**src/rtl/msk_aes_out_serializer_pkg.sv**
```systemverilog
// Shared constants and state encoding for the masked AES output serializer.
// Shares are only ever moved here; nothing in this slice combines them.
package msk_aes_out_serializer_pkg;

    localparam int DEF_D          = 2;
    localparam int DEF_BLOCK_BITS = 128;
    localparam int DEF_WORD_BITS  = 32;
    localparam int DEF_NBEATS     = DEF_BLOCK_BITS / DEF_WORD_BITS;

    typedef enum logic {
        IDLE = 1'b0,
        SEND = 1'b1
    } state_e;

    // Beat counter width, kept at least one bit for single-beat configurations.
    function automatic int cnt_width(input int nbeats);
        return (nbeats > 1) ? $clog2(nbeats) : 1;
    endfunction

endpackage

```
**src/rtl/msk_aes_out_serializer_if.sv**
```systemverilog
// Core-side block handshake plus downstream beat handshake, both in shbus encoding.
interface msk_aes_out_serializer_if #(
    parameter int d          = 2,
    parameter int BLOCK_BITS = 128,
    parameter int WORD_BITS  = 32
);
    logic                      in_valid;
    logic                      in_ready;
    logic [BLOCK_BITS*d-1:0]   sh_data_in;
    logic                      out_valid;
    logic                      out_ready;
    logic [WORD_BITS*d-1:0]    sh_data_out;
    logic                      out_last;
    logic                      busy;

    modport slave (
        input  in_valid, sh_data_in, out_ready,
        output in_ready, out_valid, sh_data_out, out_last, busy
    );

    modport master (
        output in_valid, sh_data_in, out_ready,
        input  in_ready, out_valid, sh_data_out, out_last, busy
    );
endinterface

```
**src/rtl/msk_aes_out_serializer.sv**
```systemverilog
// Holds one shared ciphertext block and streams it out as NBEATS shbus words.
// The word mux select is the public beat counter only, so shares never mix.
module msk_aes_out_serializer
    import msk_aes_out_serializer_pkg::*;
#(
    parameter int d          = DEF_D,
    parameter int BLOCK_BITS = DEF_BLOCK_BITS,
    parameter int WORD_BITS  = DEF_WORD_BITS
) (
    input  logic                     clk,
    input  logic                     rst,
    msk_aes_out_serializer_if.slave  bus
);

    localparam int NBEATS = BLOCK_BITS / WORD_BITS;
    localparam int CNT_W  = cnt_width(NBEATS);
    localparam int BEAT_W = WORD_BITS * d;
    localparam logic [CNT_W-1:0] LAST_CNT = CNT_W'(NBEATS - 1);

    state_e                  state_q, state_d;
    logic [CNT_W-1:0]        cnt_q, cnt_d;
    logic [BLOCK_BITS*d-1:0] blk_q;
    logic                    last_beat;
    logic                    in_ready;
    logic                    load;

    // in_ready depends on out_ready but never on in_valid, so the core sees no loop.
    assign last_beat = (state_q == SEND) && (cnt_q == LAST_CNT);
    assign in_ready  = (state_q == IDLE) || (last_beat && bus.out_ready);
    assign load      = bus.in_valid && in_ready;

    always_comb begin
        state_d = state_q;
        cnt_d   = cnt_q;
        unique case (state_q)
            IDLE: begin
                if (load) begin
                    state_d = SEND;
                    cnt_d   = '0;
                end
            end
            SEND: begin
                if (bus.out_ready) begin
                    if (!last_beat) begin
                        cnt_d = cnt_q + 1'b1;
                    end else begin
                        cnt_d   = '0;
                        state_d = load ? SEND : IDLE;
                    end
                end
            end
            default: begin
                state_d = IDLE;
                cnt_d   = '0;
            end
        endcase
    end

    always_ff @(posedge clk) begin
        if (rst) begin
            state_q <= IDLE;
            cnt_q   <= '0;
        end else begin
            state_q <= state_d;
            cnt_q   <= cnt_d;
        end
    end

    // Data needs no reset: a dropped block is simply never presented again.
    always_ff @(posedge clk) begin
        if (load) blk_q <= bus.sh_data_in;
    end

    assign bus.in_ready    = in_ready;
    assign bus.out_valid   = (state_q == SEND);
    assign bus.out_last    = last_beat;
    assign bus.busy        = (state_q == SEND);
    assign bus.sh_data_out = blk_q[cnt_q*BEAT_W +: BEAT_W];

endmodule
```
**src/flat_wrapper.sv**
```systemverilog
// flat-port wrapper written by rule: the top's interface ports become plain ports
module msk_aes_out_serializer_flat import msk_aes_out_serializer_pkg::*;
#(
    parameter int d          = DEF_D,
    parameter int BLOCK_BITS = DEF_BLOCK_BITS,
    parameter int WORD_BITS  = DEF_WORD_BITS
)
  (clk, rst, bus_in_valid, bus_sh_data_in, bus_out_ready, bus_in_ready, bus_out_valid, bus_sh_data_out, bus_out_last, bus_busy);
  msk_aes_out_serializer_if #(.d(d), .BLOCK_BITS(BLOCK_BITS), .WORD_BITS(WORD_BITS)) bus_i ();
  input  logic clk;
  input  logic rst;
  input wire logic [$bits(bus_i.in_valid)-1:0] bus_in_valid;
  input wire logic [$bits(bus_i.sh_data_in)-1:0] bus_sh_data_in;
  input wire logic [$bits(bus_i.out_ready)-1:0] bus_out_ready;
  output wire logic [$bits(bus_i.in_ready)-1:0] bus_in_ready;
  output wire logic [$bits(bus_i.out_valid)-1:0] bus_out_valid;
  output wire logic [$bits(bus_i.sh_data_out)-1:0] bus_sh_data_out;
  output wire logic [$bits(bus_i.out_last)-1:0] bus_out_last;
  output wire logic [$bits(bus_i.busy)-1:0] bus_busy;
  assign bus_i.in_valid = bus_in_valid;
  assign bus_i.sh_data_in = bus_sh_data_in;
  assign bus_i.out_ready = bus_out_ready;
  assign bus_in_ready = bus_i.in_ready;
  assign bus_out_valid = bus_i.out_valid;
  assign bus_sh_data_out = bus_i.sh_data_out;
  assign bus_out_last = bus_i.out_last;
  assign bus_busy = bus_i.busy;
  msk_aes_out_serializer #(.d(d), .BLOCK_BITS(BLOCK_BITS), .WORD_BITS(WORD_BITS)) u_core (.clk(clk), .rst(rst), .bus(bus_i));
endmodule
```
**config.mk**
```make
export PLATFORM = sky130hd
export DESIGN_NAME = msk_aes_out_serializer_flat
export DESIGN_NICKNAME = d
export VERILOG_FILES = /design/src/rtl/msk_aes_out_serializer_pkg.sv /design/src/rtl/msk_aes_out_serializer_if.sv /design/src/rtl/msk_aes_out_serializer.sv /design/src/flat_wrapper.sv
export SDC_FILE = /design/constraint.sdc
export NUM_CORES = 1
export LEC_CHECK = 0
export CAP_MARGIN = 0
export CORE_UTILIZATION = 40
export DETAILED_ROUTE_END_ITERATION = 10
export GPL_ROUTABILITY_DRIVEN = 1
export PLACE_DENSITY = 0.84
export REMOVE_ABC_BUFFERS = 1
export SLEW_MARGIN = 0
export SYNTH_ARGS = -nofsm -noshare
export SYNTH_HDL_FRONTEND = slang
export SYNTH_SLANG_ARGS = --single-unit
```
**constraint.sdc**
```tcl
create_clock -name clk -period 9 [get_ports clk]
set_clock_uncertainty 0.2 [all_clocks]
set_input_delay 2.7 -clock clk [delete_from_list [all_inputs] [get_ports clk]]
set_output_delay 2.7 -clock clk [all_outputs]
set_load 0.03 [all_outputs]
```
==> flow_results.org <==
** Timing
- RSZ-0062 raised after global routing :: false
- In the finished design, the share of the clock period the worst path needs comes to 0.781.
- Headroom to the max-slew limit came out at 0.329.
- The max-slew violation count was 0.
- For this run, the top clock speed supported by timing is 0.142 GHz.
- Slew of the pin with the lowest slew margin :: 1010 ps
- Fin crit period :: 7030 ps
- Hold slack :: 425 ps
- Summed over all failing endpoints, the final setup total negative slack is 0 ps.
- Number of setup violations in the final report :: 0
- Final hold vios :: 0

** Clocking
- The cell sitting at the root of the clock tree is a sky130_fd_sc_hd__clkbuf_16.
- TritonCTS sink count :: 259
- CTS tree :: done
- TritonCTS created 27 clock buffers.
- Postcts setup bufs :: 0
- CTS H-Tree Depth :: 1
- Clock latency on the worst-skew pair, taken at its later pin, is 530 ps.
- Max Buffers Root-to-Sink :: 3
- Post-CTS Hold Buffers :: 0
- Post-CTS repair changed the size of 0 cells.
- Clk slew on worst S/H paths :: 60 ps

** Yosys
- Synth Area in Compound Gates :: 0.00280
- Synthesized flop and latch total :: 259
- Syn_area_per_cell :: 26.8 um^2
- Post-synthesis adder-cell area fraction :: 0.00133
- In this run, distinct cell masters in the synthesized netlist total 18.
- By area, the combinational part of the netlist is dominated by multiplexers.
- Post-synthesis simple-gate area fraction :: 0.00479
- Summed over all instances, the cell type with the most area after synthesis is sky130_fd_sc_hd__edfxtp_1.
- The Yosys step of the flow raised 0 warnings.
- Synthesis produced 351 cells.
- Register area share after synthesis :: 0.824
- Post-Syn Area :: 9400 um^2
- Of the total synthesized cell area, the portion taken by XOR and XNOR cells is 0.
- Share of synthesized area spent on multiplexers :: 0.155
- Cells taking the most area after synthesis :: sky130_fd_sc_hd__edfxtp_1, sky130_fd_sc_hd__mux4_2, sky130_fd_sc_hd__dfxtp_1, sky130_fd_sc_hd__buf_6, sky130_fd_sc_hd__buf_2
- Synth top area share :: 0.818

** Setup path
- By startpoint and endpoint, the worst setup path is classified as in2out.
- Arrival time worst endpoint :: 4130 ps
- Critical path fanouts, max :: 4
- Startpoint type of the worst setup path :: primary input
- Among the stages of the critical path, the cell type that occurs most often is sky130_fd_sc_hd__clkdlybuf4s50_1.
- Traced cell by cell, the critical path runs through clkdlybuf4s50_1 -> a21bo_2 -> clkdlybuf4s50_1.
- Cell type of the slowest stage on the worst timing path :: sky130_fd_sc_hd__clkdlybuf4s50_1
- CP max stage delay :: 720 ps
- The worst setup path is captured at an output port.
- Endpoint required time on the critical path :: 6100 ps

** Final layout
- Area growth from synthesis to final layout :: 46.9%
- Ratio of cells with drive above 1 in the final layout :: 0.151
- Fin cells :: 1029
- Filler Cell Count :: 1654
- Diodes inserted :: 0
- For this run, the post-layout net count is 956.
- Area of combinational cells with multiple inputs :: 1540 um^2
- The finished cells cover 13800 um^2.
- Register area :: 7750 um^2

** Floorplan
- The die is 155 um tall.
- Row generation in the floorplan step produced 55 rows.
- The initial utilization of the core area, before any placement, comes to 0.411.
- Horizontal extent of the die :: 155 um
- The floorplan step defined a core boundary enclosing 22800 um^2.
- In this run the count of I/O pins placed on the die edge is 328.
- The die covers 24100 um^2.

** Pwr
- Of the total power, registers draw 0.521.
- IR drop worst, VDD :: 170 uV
- Cell Int Power :: 2.16 mW
- The share of total power dissipated in combinational logic is 0.111.
- Net Sw Frac :: 0.213
- The share of total power dissipated in the clock network is 0.368.
- Power Total :: 2.74 mW
- Power spread over the standard cell area amounts to 199 nW/um^2.
- Total net switching power :: 584 uW
- Static Leakage :: 4.52 nW

** Placement
- Summed over all nets, the half-perimeter wirelength after detailed placement is 14500 um.
- The number of placed instances, taps included, is 979.
- Area post-placement :: 13000 um^2
- Weighted congestion at the end of routability-driven global placement :: 0.764
- During placement, the flow inserted port buffers numbering 327.

** Global route
- Vias in the first global route :: 5644
- Global router's overall resource usage :: 0.170
- Number of antenna violations at the first check in global routing :: 0
- The total overflow left after global routing is 0.
- Wire length of the first global-routing pass :: 30500 um
- Entering global routing, the biggest net connects 129 pins.

** Drt
- For this block, the routed nets add up to 20900 um of wire.
- In the routed design, unresolved DRC markers number 0.
- Initial DRC Count :: 276
- Average wire length per cell after detail routing :: 20.3 um
- Vias per std cell :: 4.86
- Routed via count :: 5000
- The count of nets left with antenna violations once routing finished came out at 0.
- For this run, the detailed router's first-pass iteration total came to 4.

** Hold path
- Hold/Removal Path Class :: reg2reg

** Outcome
- Outcome :: finished, final reports clean

** Flow run
- Across the run, the number of max-cap violations was 0.
-- cells in the final DEF (no fill, tap or decap) --
cell                                n
sky130_fd_sc_hd__nand2b_1           2
sky130_fd_sc_hd__clkinv_1          10
sky130_fd_sc_hd__nand4b_1           1
sky130_fd_sc_hd__clkinv_2           5
sky130_fd_sc_hd__a21bo_2            1
sky130_fd_sc_hd__clkbuf_1           4
sky130_fd_sc_hd__clkbuf_16         27
sky130_fd_sc_hd__mux4_2            64
sky130_fd_sc_hd__buf_4              2
sky130_fd_sc_hd__and2_4             1
sky130_fd_sc_hd__nand4bb_1          1
sky130_fd_sc_hd__bufinv_16          1
sky130_fd_sc_hd__edfxtp_1         256
sky130_fd_sc_hd__a21oi_1            1
sky130_fd_sc_hd__clkinvlp_4         2
sky130_fd_sc_hd__buf_12             1
sky130_fd_sc_hd__and2_1             1
sky130_fd_sc_hd__o21ai_0            1
sky130_fd_sc_hd__inv_6              1
sky130_fd_sc_hd__clkdlybuf4s50_1  327
sky130_fd_sc_hd__mux2_2             1
sky130_fd_sc_hd__dfxtp_4            2
sky130_fd_sc_hd__inv_1              1
sky130_fd_sc_hd__ha_1               1
sky130_fd_sc_hd__dfxtp_1            1
sky130_fd_sc_hd__o22ai_1            1
-- area by class of cell --
type                       instances  area share
sequential                       259       0.562
timing repair buffer             330       0.240
multi-input combinational         76       0.111
clock buffer                      31      0.0500
tap                              313      0.0284
clock inverter                    19     0.00843
inverter                           1    0.000272
-- power groups by stage --
stage	combinational, mW	clock [mW]	sequential, mW
2_1_floorplan	0.120	0	1.47
3_3_place_gp	0.298	0	1.45
3_5_place_dp	0.305	0	1.46
4_1_cts	0.307	1.04	1.43
5_1_grt	0.319	1.07	1.44
6_report	0.304	1.01	1.43
-- path summary, 6_finish.rpt --
kind,startpoint,end,slack (ps),depth (start not counted)
min reg2reg,u_core.bus.busy$_SDFF_PP0_,u_core.cnt_q[1]$_SDFFE_PP0P_,420,2
min,u_core.bus.busy$_SDFF_PP0_,u_core.cnt_q[1]$_SDFFE_PP0P_,420,2
max,bus_out_ready,bus_in_ready,1970,3
max reg2reg,u_core.cnt_q[1]$_SDFFE_PP0P_,u_core.blk_q[140]$_DFFE_PP_,5320,4
-- critical path: cells and delay by family --
family | cells | cell delay [ps]
buffers and inverters | 2 | 1250
AO/OA/AOI/OAI | 1 | 170
-- per-stage QoR --
stage	utilization	setup slack, ps
detailed placement	0.569	1970
CTS	0.604	1960
floorplan	-	-1160
global placement	0.569	1980
global route	0.604	1930
finish	0.604	1970
-- cells in the mapped netlist (all sizes together) --
master / n
edfxtp: 256
mux2: 1
inv: 1
dfxtp: 3
nand4bb: 1
and2: 2
a21oi: 1
a21bo: 1
buf: 14
ha: 1
mux4: 64
o21ai: 1
o22ai: 1
nand2b: 2
clkbuf: 1
nand4b: 1
-- sequential cells by signal, indices dropped and copies added (netlist names) --
register         flops
u_core.blk_q       256
u_core.bus.busy      1
u_core.cnt_q         2
-- cell families (layout without fill, tap and decap cells) --
group | Yosys count | after routing
AO/OA/AOI/OAI | 4 | 4
adder cells (fa/ha/maj) | 1 | 1
buffers and inverters | 16 | 381
flip-flops | 259 | 259
multiplexers | 65 | 65
AND/OR/NAND/NOR | 6 | 6
-- layer usage --
layer  wire, um  share of wire  GRT usage
met1       7260           0.35      0.181
met2      10900           0.52      0.312
met3       2030          0.097     0.0543
met4        698          0.033     0.0649
met5          0              0          0
Note: power is estimated with default switching activity, not from simulation.
==> RTL edit 1, RTL diff (config.mk and constraints unchanged) <==
Set the package constant `DEF_D` to 4 (it was 2).
--- a/src/rtl/msk_aes_out_serializer_pkg.sv
+++ b/src/rtl/msk_aes_out_serializer_pkg.sv
@@ -3,5 +3,5 @@
 package msk_aes_out_serializer_pkg;
 
-    localparam int DEF_D          = 2;
+    localparam int DEF_D          = 4;
     localparam int DEF_BLOCK_BITS = 128;
     localparam int DEF_WORD_BITS  = 32;
Ports: changed (resized bus_sh_data_in and bus_sh_data_out); port bits go from 328 to 648. No check against the original RTL was run, so the function may have changed too.
==> RTL edit 1 against the unedited design <==
- area after synthesis grew 98%
- sequential share of layout area fell by 0.15 points
- fmax grew 1.0%
- sequential cell count grew 256
- clock power up 120%
- setup slack better by 70 ps
- power up 110%
- routed wire length up 140%
- final area increased by 100%
- cell count increased by 96%
- sequential power increased by 99%
- critical path depth unchanged
==> RTL edit 1: results (changes against the unedited design) <==
yosys:
  synthAdderAreaFrac_pct: 0.06712  # -0.066 points
  synth-edff-count: 512  # +100%
  ys.flop_type: "edfxtp_1"
  synthTopCellsByCount: "512 x edfxtp_1, 128 x mux4_2, 13 x buf_2"
  synthTopCellsByArea: "edfxtp_1 82%, mux4_2 15%, buf_6 0.66%"
  synth_cells: 686  # +95%
  yosysSeqAreaShare_pct: 82.80  # +0.39 points
  ys_types: 19  # +1
  synth_compound_area_share_pct: 0.1410  # -0.14 points
  synth_mux_area_share_pct: 15.53  # +0.072 points
placed_design:
  dp.cells: 1911  # +95%
  io_buffers: 647  # +98%
  place.gp.congestion: 0.8272  # +8.3%
  postPlaceCellArea_um2: 25760  # +98%
  dp_hpwl_mm: 35.15  # +140%
clock_tree:
  clk_latency_ps: 580  # +50 ps
  post_cts_buffers: 0  # unchanged
  cts_buffers: 52  # +93%
  cts_root_buf: "clkbuf_16"
  cts.htree.levels: 2  # +1
final_layout:
  final_nets: 1882  # +97%
  finalNonFillerCells: 2012  # +96%
  fillers: 3121  # +89%
  largest_reg_flops: 512  # +100%
  drive_above_1_share_pct: 15.29  # +0.21 points
critical_path:
  crit_arrival_ps: 4060  # -70 ps
  ff2ff_path_depth: 5  # +1
  cp_slowest_stage_delay_ps: 670  # -50 ps
  reg2reg_slack_ps: 4890  # -430 ps
  timing.rr.end: "u_core.blk_q[170]$_DFFE_PP_"
sta:
  worst_pin_slew_ps: 1048  # +41.07 ps
  worst_slack_ps: 2043  # +70.11 ps
  whs_ps: 418.2  # -6.778 ps
power:
  peakVddDrop_mv: 0.2065  # +21%
  p_leak_nw: 9.047  # +100%
global_routing:
  grt_max_degree: 155  # +20%
  grt_pass1_wl_mm: 71.26  # +130%
  grt_pass1_vias: 11146  # +97%
  antenna_found_initial: 7  # +7
  gr-usage-all-layers_pct: 20.99  # +4.0 points
run_status:
  status: "finished, final reports clean"
run:
  maxCapViolations: 0  # unchanged
drt:
  viasPerCell: 5.066  # +4.3%
  drt_wl_total_mm: 50.80  # +140%
  drt-pass1-iter-count: 5  # +1
  drtIter0Drc: 827  # +200%
min_path:
  hold_path_end: "u_core.cnt_q[0]$_SDFFE_PP0P_"
-- RTL edit 1: area by class of cell --
| cell class | count | area, µm² | share of cell area (%) |
|---|---|---|---|
| Sequential cell | 515 | 15440 | 56.03 |
| Timing Repair Buffer | 655 | 6586 | 23.90 |
| Multi-Input combinational cell | 140 | 2980 | 10.81 |
| Clock buffer | 62 | 1381 | 5.012 |
| Tap cell | 600 | 750.7 | 2.724 |
| Clock inverter | 33 | 401.6 | 1.457 |
| Antenna cell | 6 | 15.01 | 0.05448 |
| Inverter | 1 | 3.754 | 0.01362 |
-- RTL edit 1: metal layers --
metal | part of all wire, % | track usage [%] | vias up
met2 | 52 | 36.55 | 609
met1 | 34 | 23.20 | 5103
met5 | 0.026 | 0 | -
li1 | - | - | 4362
met4 | 4.4 | 10.54 | 2
met3 | 9.5 | 6.444 | 116
-- RTL edit 1: power by group --
part / internal [W] / switching, W
logic: 0.000354 / 0.000268
clock network: 0.00135 / 0.000911
registers: 0.00280 / 0.0000474
total: 0.00451 / 0.00123
==> RTL edit 2, RTL diff (same flow settings) <==
Without the edit above. Make the reset (`rst`) asynchronous in one clocked block.
--- a/src/rtl/msk_aes_out_serializer.sv
+++ b/src/rtl/msk_aes_out_serializer.sv
@@ -57,5 +57,5 @@
     end
 
-    always_ff @(posedge clk) begin
+    always_ff @(posedge clk or posedge rst) begin
         if (rst) begin
             state_q <= IDLE;
Formal check against the unedited RTL: differs if rst is asserted again (counterexample within 4 cycles, from zero or initial values and one cycle with rst high); with rst held inactive, the same outputs for 4 cycles.
==> RTL edit 2 against the unedited design <==
- sequential share of layout area shrank 0.074 points
- utilization up 0.20 points
- area after synthesis barely moved
- via count shrank 1.0%
- count of clock-buffer cells in the layout down 2
- critical path depth grew 1
- hold slack gained 80 ps
- final area is 0.33% higher
- sequential cell count unchanged
- routed wire length decreased by 3.0%
- setup slack lost 210 ps
Power is not compared: it rests on default switching activity, and its combinational part moved more than twofold at a synthesized area within 25%.
==> RTL edit 2: results (changes against the unedited design) <==
drt:
  drtIter0Drc: 326  # +18%
  vias: 4949  # -1.0%
  routedWlPerCell_um: 19.78  # -2.7%
  drt_wl_total_mm: 20.30  # -3.0%
final_layout:
  largest_reg_flops: 256  # unchanged
  max_flop_register: "u_core.blk_q"
  final_nets: 955  # -0.10%
  drive_above_1_share_pct: 15.59  # +0.51 points
sta:
  slew_headroom_pct: 29.48  # -3.4 points
min_path:
  worstHoldStart: "u_core.bus.busy$_DFF_PP0_"
  min_delay_path_depth: 1  # -1
  hold_path_end: "u_core.cnt_q[0]$_DFFE_PP0P_"
power:
  peakVddDrop_mv: 0.1886
  netSwitchingPower_w: 0.001197
placed_design:
  postPlaceCellArea_um2: 13010  # about the same
  place.gp.congestion: 0.7515  # -1.6%
  dp_hpwl_mm: 14.21  # -1.7%
  io_buffers: 327  # unchanged
  dp.cells: 978  # -0.10%
global_routing:
  grt_max_degree: 129  # unchanged
  grt_util_met3_pct: 4.958  # -0.47 points
  use_met2_pct: 29.32  # -1.9 points
  grt_pass1_wl_mm: 29.61  # -2.8%
  grt_pass1_vias: 5462  # -3.2%
  gr-usage-all-layers_pct: 16.30  # -0.68 points
  gr-usage-met1_pct: 18.41  # +0.33 points
  antenna_found_initial: 1  # +1
clock_tree:
  clk_latency_ps: 510  # -20 ps
  cts.htree.levels: 1  # unchanged
  cts.path.max_buffers: 3  # unchanged
  cts_buffers: 27  # unchanged
critical_path:
  crit_arrival_ps: 4330  # +200 ps
  timing.rr.end: "u_core.blk_q[101]$_DFFE_PP_"
  crit_fanout: 4  # unchanged
  reg2reg_from: "u_core.cnt_q[1]$_DFFE_PP0P_"
  reg2reg_slack_ps: 5180  # -140 ps
  cp_slowest_stage_delay_ps: 610  # -110 ps
yosys:
  synth_cells: 349  # -0.57%
  yosysWarnings: 0  # unchanged
  synthTopCellsByArea: "edfxtp_1 82%, mux4_2 15%, dfrtp_1 0.80%"
  synth-edff-count: 256  # unchanged
  synthTopCellsByCount: "256 x edfxtp_1, 64 x mux4_2, 6 x buf_2"
  yosysSeqAreaShare_pct: 82.61  # +0.19 points
  ys_types: 16  # -2
  async_flop_share_pct: 1.158  # +1.2 points
  ys.flop_type: "edfxtp_1"
run_status:
  status: "finished, final reports clean"
-- RTL edit 2: changes by cell type after synthesis, moves of 2 or more --
cell / before / now
a32o_1: 0 / 2
nand2b_1: 2 / 0
dfxtp_1: 3 / 0
dfrtp_1: 0 / 3
-- RTL edit 2: routing by layer --
layer  vias up  wire length, µm  part of all wire [%]
li1       2208                -                     -
met1      2451             7257                    36
met2       244            10750                    53
met3        46             1757                   8.7
met4         0              534                   2.6
met5         -                0                     0
-- RTL edit 2: per-stage QoR --
stage	worst slack (ps)	hold slack, ps	util, %	power [W]
2_1_floorplan	-6475	777.5	-	0.002461
3_3_place_gp	1843	438.3	56.93	0.002925
3_5_place_dp	1786	468.6	56.93	0.002956
4_1_cts	1771	486.2	60.61	0.004020
5_1_grt	1704	535.5	60.61	0.004119
6_report	1767	505.1	60.62	0.003974
-- RTL edit 2: how the worst max path moves through the flow --
stage                                            from                        end  slack (ps)  cells after the start
final                                   bus_out_ready               bus_in_ready        1770                      4
after global routing                    bus_out_ready               bus_in_ready        1700                      4
after CTS                               bus_out_ready               bus_in_ready        1770                      4
after detailed placement                bus_out_ready               bus_in_ready        1790                      4
after global placement                  bus_out_ready               bus_in_ready        1840                      4
after floorplan           u_core.cnt_q[0]$_DFFE_PP0P_  u_core.blk_q[0]$_DFFE_PP_       -6470                      3
-- RTL edit 2: cells by family (layout without fill, tap and decap cells) --
family,after synthesis,count (layout),share of synthesized area (%)
compound gates,3,3,0.2930
fa+ha+maj,1,1,0.1331
buf+inv,17,380,1.278
flops,259,259,82.61
mux,65,65,15.45
other cells,0,1,0
simple gates,4,4,0.2398
-- RTL edit 2: worst reg2reg max path, stage by stage (launching register included) --
cell and delay, ps:
dfrtp_4 1080, ha_1 360, a21boi_0 220, nor2b_4 880
buf_4 680
-- RTL edit 2: final cells by class --
type                       count  area, µm²
antenna                        1      2.502
clock buffer                  29      683.2
clock inverter                18      157.7
fill                        1594       8997
inverter                       2      7.507
multi-input combinational     73       1521
sequential                   259       7770
tap                          313      391.6
timing repair buffer         331       3316
-- RTL edit 2: power groups by stage --
| stage | registers, W | logic [W] | clock network [W] |
|---|---|---|---|
| final | 0.00162 | 0.00130 | 0.00105 |
| after detailed placement | 0.00165 | 0.00131 | 0 |
| after global routing | 0.00164 | 0.00136 | 0.00112 |
| after floorplan | 0.00170 | 0.000757 | 0 |
| after global placement | 0.00164 | 0.00129 | 0 |
| after CTS | 0.00162 | 0.00132 | 0.00108 |
